**src/rtl/univ_shift_pkg.sv**
```systemverilog
// Shared encodings for the universal shift register: operation codes and FSM states.
package univ_shift_pkg;

  typedef enum logic [2:0] {
    OP_LOAD = 3'b000,
    OP_SHL  = 3'b001,
    OP_SHR  = 3'b010,
    OP_ROL  = 3'b011,
    OP_ROR  = 3'b100,
    OP_ASR  = 3'b101,
    OP_RSV6 = 3'b110,
    OP_RSV7 = 3'b111
  } op_e;

  typedef enum logic [1:0] {
    ST_IDLE  = 2'b00,
    ST_SHIFT = 2'b01,
    ST_DONE  = 2'b10
  } state_e;

  localparam op_e OP_RSV_A = OP_RSV6;
  localparam op_e OP_RSV_B = OP_RSV7;

  function automatic logic is_reserved(input op_e o);
    return (o == OP_RSV_A) || (o == OP_RSV_B);
  endfunction

endpackage

```
**src/rtl/univ_shift_step.sv**
```systemverilog
// Combinational single-step shifter: one shift/rotate of q plus the bit that leaves.
module univ_shift_step
  import univ_shift_pkg::*;
#(
  parameter int WIDTH = 8
) (
  input  logic [WIDTH-1:0] q,
  input  op_e              op,
  input  logic             sin_l,
  input  logic             sin_r,
  output logic [WIDTH-1:0] q_next,
  output logic             out_bit
);

  always_comb begin
    q_next  = q;
    out_bit = 1'b0;
    case (op)
      OP_SHL: begin
        q_next  = {q[WIDTH-2:0], sin_r};
        out_bit = q[WIDTH-1];
      end
      OP_SHR: begin
        q_next  = {sin_l, q[WIDTH-1:1]};
        out_bit = q[0];
      end
      OP_ROL: begin
        q_next  = {q[WIDTH-2:0], q[WIDTH-1]};
        out_bit = q[WIDTH-1];
      end
      OP_ROR: begin
        q_next  = {q[0], q[WIDTH-1:1]};
        out_bit = q[0];
      end
      OP_ASR: begin
        q_next  = {q[WIDTH-1], q[WIDTH-1:1]};
        out_bit = q[0];
      end
      default: begin
        q_next  = q;
        out_bit = 1'b0;
      end
    endcase
  end

endmodule

```
**src/rtl/univ_shift_reg.sv**
```systemverilog
// Universal shift register: LOAD / shift / rotate / arithmetic shift by a counted
// number of single-bit steps, with abort and a one-cycle done pulse.
module univ_shift_reg
  import univ_shift_pkg::*;
#(
  parameter int WIDTH = 8,
  parameter int CNT_W = $clog2(WIDTH + 1)
) (
  input  logic             clk,
  input  logic             reset,
  input  logic             start,
  input  logic [2:0]       op,
  input  logic [CNT_W-1:0] amount,
  input  logic [WIDTH-1:0] load_data,
  input  logic             sin_l,
  input  logic             sin_r,
  input  logic             abort,
  output logic [WIDTH-1:0] q,
  output logic             shift_out,
  output logic             busy,
  output logic             done
);

  localparam logic [CNT_W-1:0] WIDTH_C = CNT_W'(WIDTH);
  localparam logic [CNT_W-1:0] CNT_ONE = CNT_W'(1);

  state_e           state_q, state_d;
  op_e              op_q, op_d;
  logic [CNT_W-1:0] cnt_q, cnt_d;
  logic [WIDTH-1:0] q_q, q_d;
  logic             so_q, so_d;

  op_e              op_in;
  logic [CNT_W-1:0] amt_sat;
  logic             go_shift;
  logic [WIDTH-1:0] step_q;
  logic             step_out;

  assign op_in    = op_e'(op);
  assign amt_sat  = (amount > WIDTH_C) ? WIDTH_C : amount;
  assign go_shift = (op_in != OP_LOAD) && !is_reserved(op_in) && (amt_sat != '0);

  univ_shift_step #(.WIDTH(WIDTH)) u_step (
    .q       (q_q),
    .op      (op_q),
    .sin_l   (sin_l),
    .sin_r   (sin_r),
    .q_next  (step_q),
    .out_bit (step_out)
  );

  always_ff @(posedge clk or negedge reset) begin
    if (!reset) begin
      state_q <= ST_IDLE;
    end else begin
      state_q <= state_d;
    end
  end

  always_comb begin
    state_d = state_q;
    case (state_q)
      ST_IDLE:  if (start) state_d = go_shift ? ST_SHIFT : ST_DONE;
      ST_SHIFT: begin
        if (abort)                 state_d = ST_IDLE;
        else if (cnt_q == CNT_ONE) state_d = ST_DONE;
      end
      ST_DONE:  state_d = ST_IDLE;
      default:  state_d = ST_IDLE;
    endcase
  end

  always_comb begin
    busy = (state_q == ST_SHIFT) || (state_q == ST_DONE);
    done = (state_q == ST_DONE);
  end

  // Datapath: op/amount captured at the accepting edge, one step per SHIFT cycle.
  always_comb begin
    op_d  = op_q;
    cnt_d = cnt_q;
    q_d   = q_q;
    so_d  = so_q;
    case (state_q)
      ST_IDLE: begin
        if (start) begin
          op_d  = op_in;
          cnt_d = go_shift ? amt_sat : '0;
          if (op_in == OP_LOAD) q_d = load_data;
        end
      end
      ST_SHIFT: begin
        if (abort) begin
          cnt_d = '0;
        end else begin
          q_d   = step_q;
          so_d  = step_out;
          cnt_d = cnt_q - CNT_ONE;
        end
      end
      default: ;
    endcase
  end

  always_ff @(posedge clk or negedge reset) begin
    if (!reset) begin
      op_q  <= OP_LOAD;
      cnt_q <= '0;
      q_q   <= '0;
      so_q  <= 1'b0;
    end else begin
      op_q  <= op_d;
      cnt_q <= cnt_d;
      q_q   <= q_d;
      so_q  <= so_d;
    end
  end

  assign q         = q_q;
  assign shift_out = so_q;

endmodule
```
**config.mk**
```make
export PLATFORM = sky130hd
export DESIGN_NAME = univ_shift_reg
export DESIGN_NICKNAME = d
export VERILOG_FILES = /design/src/rtl/univ_shift_pkg.sv /design/src/rtl/univ_shift_step.sv /design/src/rtl/univ_shift_reg.sv
export SDC_FILE = /design/constraint.sdc
export NUM_CORES = 1
export LEC_CHECK = 0
export CAP_MARGIN = 25
export CORE_MARGIN = 3
export CORE_UTILIZATION = 60
export DETAILED_ROUTE_END_ITERATION = 12
export DONT_BUFFER_PORTS = 1
export PLACE_DENSITY = 0.81
export SLEW_MARGIN = 10
export SYNTH_ARGS = -nofsm -noshare
export SYNTH_HDL_FRONTEND = slang
export SYNTH_HIERARCHICAL = 1
export SYNTH_SLANG_ARGS = --single-unit
```
**constraint.sdc**
```tcl
create_clock -name clk -period 4.3 [get_ports clk]
set_input_delay 0.43 -clock clk [delete_from_list [all_inputs] [get_ports clk]]
set_output_delay 0.43 -clock clk [all_outputs]
set_load 0.01 [all_outputs]
```
==> flow_summary.ini, run 1 <==
[run_status]
status = completed

[clocking]
worstSkewPairLatency_ns = 0.29
htree_levels = 1
numCtsBuffers = 3
clk_pin_slew_ns = 0.10
tritoncts = yes
cts_num_sinks = 18
post_cts_resized = 0
cts-root-buf = clkbuf_4
clk_path_buf_depth = 2

[job]
drv_cap = 0

[drt]
routed_wl_mm = 2.91
drc_errors = 0
num_vias = 1074
first_pass_iters = 4
drtAntennaViolNets = 0
wl_per_cell_um = 17.9
viasPerCell = 6.59
drtIter0Drc = 46

[placement]
portBuffers = 0
gp_congestion = 0.811
pre_cts_slack_ns = 2.00
dp_hpwl_mm = 2.19

[logic_synthesis]
synth.distinct_cells = 38
synth_area_leaders = dfrtp_1 (35%), mux2_2 (17%), ha_1 (5.8%), a21oi_1 (3.8%), a22oi_1 (3.5%)
synth_edf_count = 0
yosysWarnings = 6
synthesis.area_um2 = 1300
ys_seq_area_share_pct = 34.5
syn-num-nets = 162
ys.flop_type = dfrtp_1
synth_top_area_share_pct = 34.5
yosys.area.top_type = dfrtp_1
yosysMostFrequentCell = mux2_2
syn_avg_cell_area_um2 = 9.66
synthCells = 135
synth-async-reset-ratio_pct = 100
ys_top_cells_by_count = mux2_2 (20), dfrtp_1 (18), a21oi_1 (10), nor2_1 (10)
yosys_register_bits = 18

[timing]
setup_violations = 0
hold_violations = 0
timing.final.crit_share_pct = 53.5
fin_crit_ns = 2.30
tns_ns = 0
rsz0062_at_grt = false
finalWorstSetupSlack_ns = 2.00
report.final.slew_viol_count = 0
fmax_mhz = 435
relSlewSlack_pct = 47.0
fin_worst_skew_ns = 0.00360
worst_pin_slew_ns = 0.792

[setup_path]
arrival_ns = 2.49
r2r_end = q[5]
reg2reg_depth = 5
crit_end = q[5]
reg2reg_slack_ns = 2.00
end_kind = flip-flop
critical_path.startpoint_type = flip-flop
r2r_start = state_q[1]
crit_path_max_fanout = 14
worst-setup-path-type = flip-flop to flip-flop
startpoint = state_q[1]
crit_required_ns = 4.49

[die]
initial_core_util_pct = 65.1
die_x_um = 52.6
die-area_um2 = 2770
io_pins = 32
die_height_um = 52.6
coreArea_um2 = 2000
row_count = 16

[grt]
grt_pass1_wl_mm = 4.71
grt_pass1_vias = 1083
antenna_found_initial = 0
grt_overflow = 0
grt_max_degree = 19
gr-usage-all-layers_pct = 22.5

[final_layout]
num_antenna_cells = 0
final_nets = 164
layout-drive-gt1-share_pct = 22.1
fillers = 159
syn_to_final_growth_pct = 4.51

[worst_hold_path]
hold_path.class = input pin to flip-flop

[power_and_ir_drop]
pwr-share-comb_pct = 57.6
switchingPower_w = 0.000546
power_frac_clock_pct = 8.8
switching_share_pct = 46.0
p_int_w = 0.000641
power_frac_seq_pct = 33.6
powerDensity_nw_per_um2 = 871
peakVddDrop_mv = 0.486
power_leakage_nw = 0.565
metrics by stage:
| step | cell area, um2 | hold slack (ns) | util [%] | cells | total power (W) |
|---|---|---|---|---|---|
| floorplan | 1300 | 0.134 | - | 135 | 0.000948 |
| global placement | 1320 | 0.135 | 65.8 | 158 | 0.00102 |
| detailed placement | 1320 | 0.135 | 65.8 | 158 | 0.00107 |
| CTS | 1360 | 0.241 | 68.1 | 163 | 0.00118 |
| global route | 1360 | 0.242 | 68.1 | 163 | 0.00128 |
| finish | 1360 | 0.246 | 68.1 | 163 | 0.00119 |
metal layers:
layer  vias up  track usage (%)  part of all wire (%)
li1        504                -                     -
met1       500             27.6                    41
met2        63             40.1                    48
met3         7             4.56                   9.5
met4         0             4.68                   1.4
met5         -                0                     0
cell usage in the layout, fill, tap and decap left out, types with 2 or more instances in the layout:
| master | synthesis | layout |
|---|---|---|
| a21oi_1 | 10 | 10 |
| o21ai_0 | 6 | 6 |
| mux2_2 | 20 | 20 |
| o21ai_2 | 2 | 2 |
| o22a_1 | 2 | 2 |
| nor3_1 | 4 | 4 |
| a22oi_1 | 6 | 6 |
| inv_1 | 7 | 7 |
| nor2b_1 | 3 | 3 |
| nand2b_1 | 3 | 3 |
| nand2_1 | 7 | 7 |
| a22o_1 | 2 | 2 |
| nor2_1 | 10 | 10 |
| dfrtp_1 | 18 | 18 |
| nand3b_1 | 2 | 2 |
| ha_1 | 6 | 6 |
| and3_1 | 2 | 2 |
| clkbuf_4 | 0 | 3 |
| a211oi_1 | 3 | 3 |
| nor3b_1 | 2 | 2 |
power groups by stage:
| stage | sequential (W) | combinational [W] | clock (W) |
|---|---|---|---|
| after floorplan | 0.000364 | 0.000584 | 0 |
| after CTS | 0.000396 | 0.000679 | 0.000108 |
| final | 0.000399 | 0.000683 | 0.000104 |
| after detailed placement | 0.000399 | 0.000672 | 0 |
| after global placement | 0.000393 | 0.000624 | 0 |
| after global routing | 0.000414 | 0.000753 | 0.000113 |
worst min-delay path by stage:
stage / start / end / slack [ns] / cells past startpoint
2_1_floorplan: reset / cnt_q[0] / 0.13 / 0
3_3_place_gp: reset / q[3] / 0.13 / 0
3_5_place_dp: reset / q[5] / 0.13 / 0
4_1_cts: start / state_q[1] / 0.24 / 1
5_1_grt: start / state_q[1] / 0.24 / 1
6_report: start / state_q[1] / 0.25 / 1
timing repair:
action	4_1_cts	5_1_grt
endpoints found under the hold margin	18	0
setup buffers	0	0
hold buffers	1	0
flip-flops by register name, summed over array words and instances, names as in the netlist:
signal / count
state_q: 2
op_q: 3
cnt_q: 4
q: 8
shift_out: 1
kinds of logic after synthesis:
family	Yosys count	synth area share [%]
DFF	18	34.5
AOI/OAI and AO/OA	40	22.2
muxes	20	17.3
adders and majority gates	6	5.76
and+or+nand+nor	39	16.3
buffers and inverters	12	3.93
critical path: stages (launching register included):
cell and delay (ns):
dfrtp_1 0.43, inv_1 0.09, ha_1 0.51, nand2b_1 0.38
a22oi_4 0.40, mux2_2 0.38
final cells by class:
class | count | area, um2 | area share, %
multi-input cells | 105 | 802 | 58.9
flip-flops and latches | 18 | 450 | 33.1
clock buffers | 4 | 36.3 | 2.66
well taps | 27 | 33.8 | 2.48
inverters | 8 | 30.0 | 2.20
repair buffers | 1 | 10.0 | 0.735
Note: power is estimated with default switching activity, not from simulation.
==> run 2: changes to the inputs <==
CORE_UTILIZATION = 56   (was 60)
PLACE_DENSITY = 0.79   (was 0.81)
clock period = 2 ns   (was 4.3 ns; I/O delays follow)
==> run 2 against run 1 <==
Net effect:
- wire length shrank 0.58%
- critical path depth grew 2
- die area grew 6.3%
- first-iteration DRC count shrank 13%
- clock skew shrank 0.0023 ns
- global-route usage shrank 0.46 points
- count of clock-buffer cells in the layout is the same
- non-clock buffer count grew 7
- clock power grew 120%
- flip-flop and latch count is the same
- critical path type unchanged
- critical endpoint is now q[3]
==> flow_summary.ini, run 2 (synthesis gave the netlist of run 1 again) <==
[setup_path]
end_kind = flip-flop
r2r_start = op_q[2]
r2r_end = q[3]
reg2reg_slack_ns = 0.1
arrival_ns = 2.09
crit_path_max_fanout = 9
worst-setup-path-type = flip-flop to flip-flop
crit_required_ns = 2.19
critical_path.startpoint_type = flip-flop
reg2reg_depth = 7
crit_end = q[3]
startpoint = op_q[2]

[clocking]
cts-root-buf = clkbuf_4
tritoncts = yes
cts_num_sinks = 18
numCtsBuffers = 3
clk_path_buf_depth = 2
htree_levels = 1
worstSkewPairLatency_ns = 0.29
clk_pin_slew_ns = 0.10

[drt]
routed_wl_mm = 2.90
wl_per_cell_um = 17.0
drtAntennaViolNets = 0
drtIter0Drc = 40
viasPerCell = 6.31
num_vias = 1072
drc_errors = 0
first_pass_iters = 4

[die]
coreArea_um2 = 2080
die_x_um = 54.3
io_pins = 32
row_count = 16
die_height_um = 54.3
die-area_um2 = 2940
initial_core_util_pct = 62.6

[placement]
dp_hpwl_mm = 2.20
portBuffers = 0
gp_congestion = 0.796

[final_layout]
final_nets = 171
layout_common_cells = mux2_2 (20), dfrtp_1 (18), nor2_1 (10), a21oi_1 (10)
final_util_pct = 68.1
num_antenna_cells = 0
largest_reg_flops = 8
layout_commonest_cell = mux2_2
layout-drive-gt1-share_pct = 25.2
fillers = 179
syn_to_final_growth_pct = 8.73

[power_and_ir_drop]
power_frac_clock_pct = 8.5
switchingPower_w = 0.00117
pwr-share-comb_pct = 59.7
power_leakage_nw = 0.598
powerDensity_nw_per_um2 = 1850
fin_total_pwr_w = 0.00263
switching_share_pct = 44.6
peakVddDrop_mv = 1.24
p_int_w = 0.00145
power_frac_seq_pct = 31.8

[grt]
grt_pass1_wl_mm = 4.65
grt_pass1_vias = 1059
antenna_found_initial = 0
grt_max_degree = 19
grt_overflow = 0
gr-usage-all-layers_pct = 22.0

[timing]
fin_crit_ns = 1.90
rsz0062_at_grt = false
fmax_mhz = 525
fin_worst_skew_ns = 0.00131
report.final.slew_viol_count = 0
worst_pin_slew_ns = 0.829
timing.final.crit_share_pct = 95.2
hold_violations = 0
tns_ns = 0
relSlewSlack_pct = 44.5
setup_violations = 0

[worst_hold_path]
hold_path.class = input pin to flip-flop

[run_status]
status = completed

[job]
drv_cap = 0
## run 2: what timing repair did
item	in CTS	in global routing
buffers inserted	0	0
hold buffers	2	0
endpoints found under the hold margin	19	0
resized for setup	0	0
## run 2: per-stage QoR
stage	cells	hold slack, ns	cell area, um2	worst slack (ns)
after floorplan	135	-0.0956	1300	0.177
after global placement	164	-0.0951	1360	0.172
after detailed placement	164	-0.0950	1360	0.126
after CTS	170	0.0383	1420	0.107
after global routing	170	0.0224	1420	0.00390
final	170	0.0486	1420	0.0963
## run 2: how the worst min path moves through the flow
stage,start,to,slack (ns),cells past startpoint
6_report,op[2],op_q[2],0.05,1
4_1_cts,op[2],op_q[2],0.04,1
3_3_place_gp,reset,state_q[1],-0.1,0
2_1_floorplan,reset,cnt_q[0],-0.1,0
5_1_grt,op[1],op_q[1],0.02,1
3_5_place_dp,reset,shift_out,-0.1,0
## run 2: critical path: stages (launching register included)
cell and delay [ns]:
dfrtp_1 0.48, ha_1 0.34, o21ai_2 0.10, buf_4 0.19
nor2_1 0.10, a21oi_1 0.06, mux2_2 0.27, mux2_2 0.26
## run 2: power groups by stage
stage	Sequential, W	Combinational [W]	Clock [W]
final	0.000834	0.00157	0.000224
after global placement	0.000826	0.00148	0
after global routing	0.000862	0.00175	0.000254
after floorplan	0.000783	0.00125	0
after CTS	0.000832	0.00156	0.000232
after detailed placement	0.000841	0.00154	0
## run 2: metal layers
metal / part of all wire (%) / vias to the layer above / GRT usage [%]
met5: 0 / - / 0
met4: 0.97 / 0 / 6.64
met3: 7.8 / 4 / 6.54
met2: 47 / 35 / 34.7
met1: 44 / 510 / 29.0
li1: - / 523 / -
## run 2: layout make-up
class / instances / area (um2) / area share [%]
Clock buffer: 4 / 36.3 / 2.56
Inverter: 8 / 30.0 / 2.12
Tap cell: 27 / 33.8 / 2.38
Timing Repair Buffer: 8 / 65.1 / 4.59
Multi-Input combinational cell: 105 / 802 / 56.6
Sequential cell: 18 / 450 / 31.8
==> run 3: changes to the inputs <==
CTS_CLUSTER_DIAMETER = 50   (was default)
RECOVER_POWER = 50   (was default)
==> results of run 3 <==
The final DEF is identical to that of run 2; final timing and power are the same.
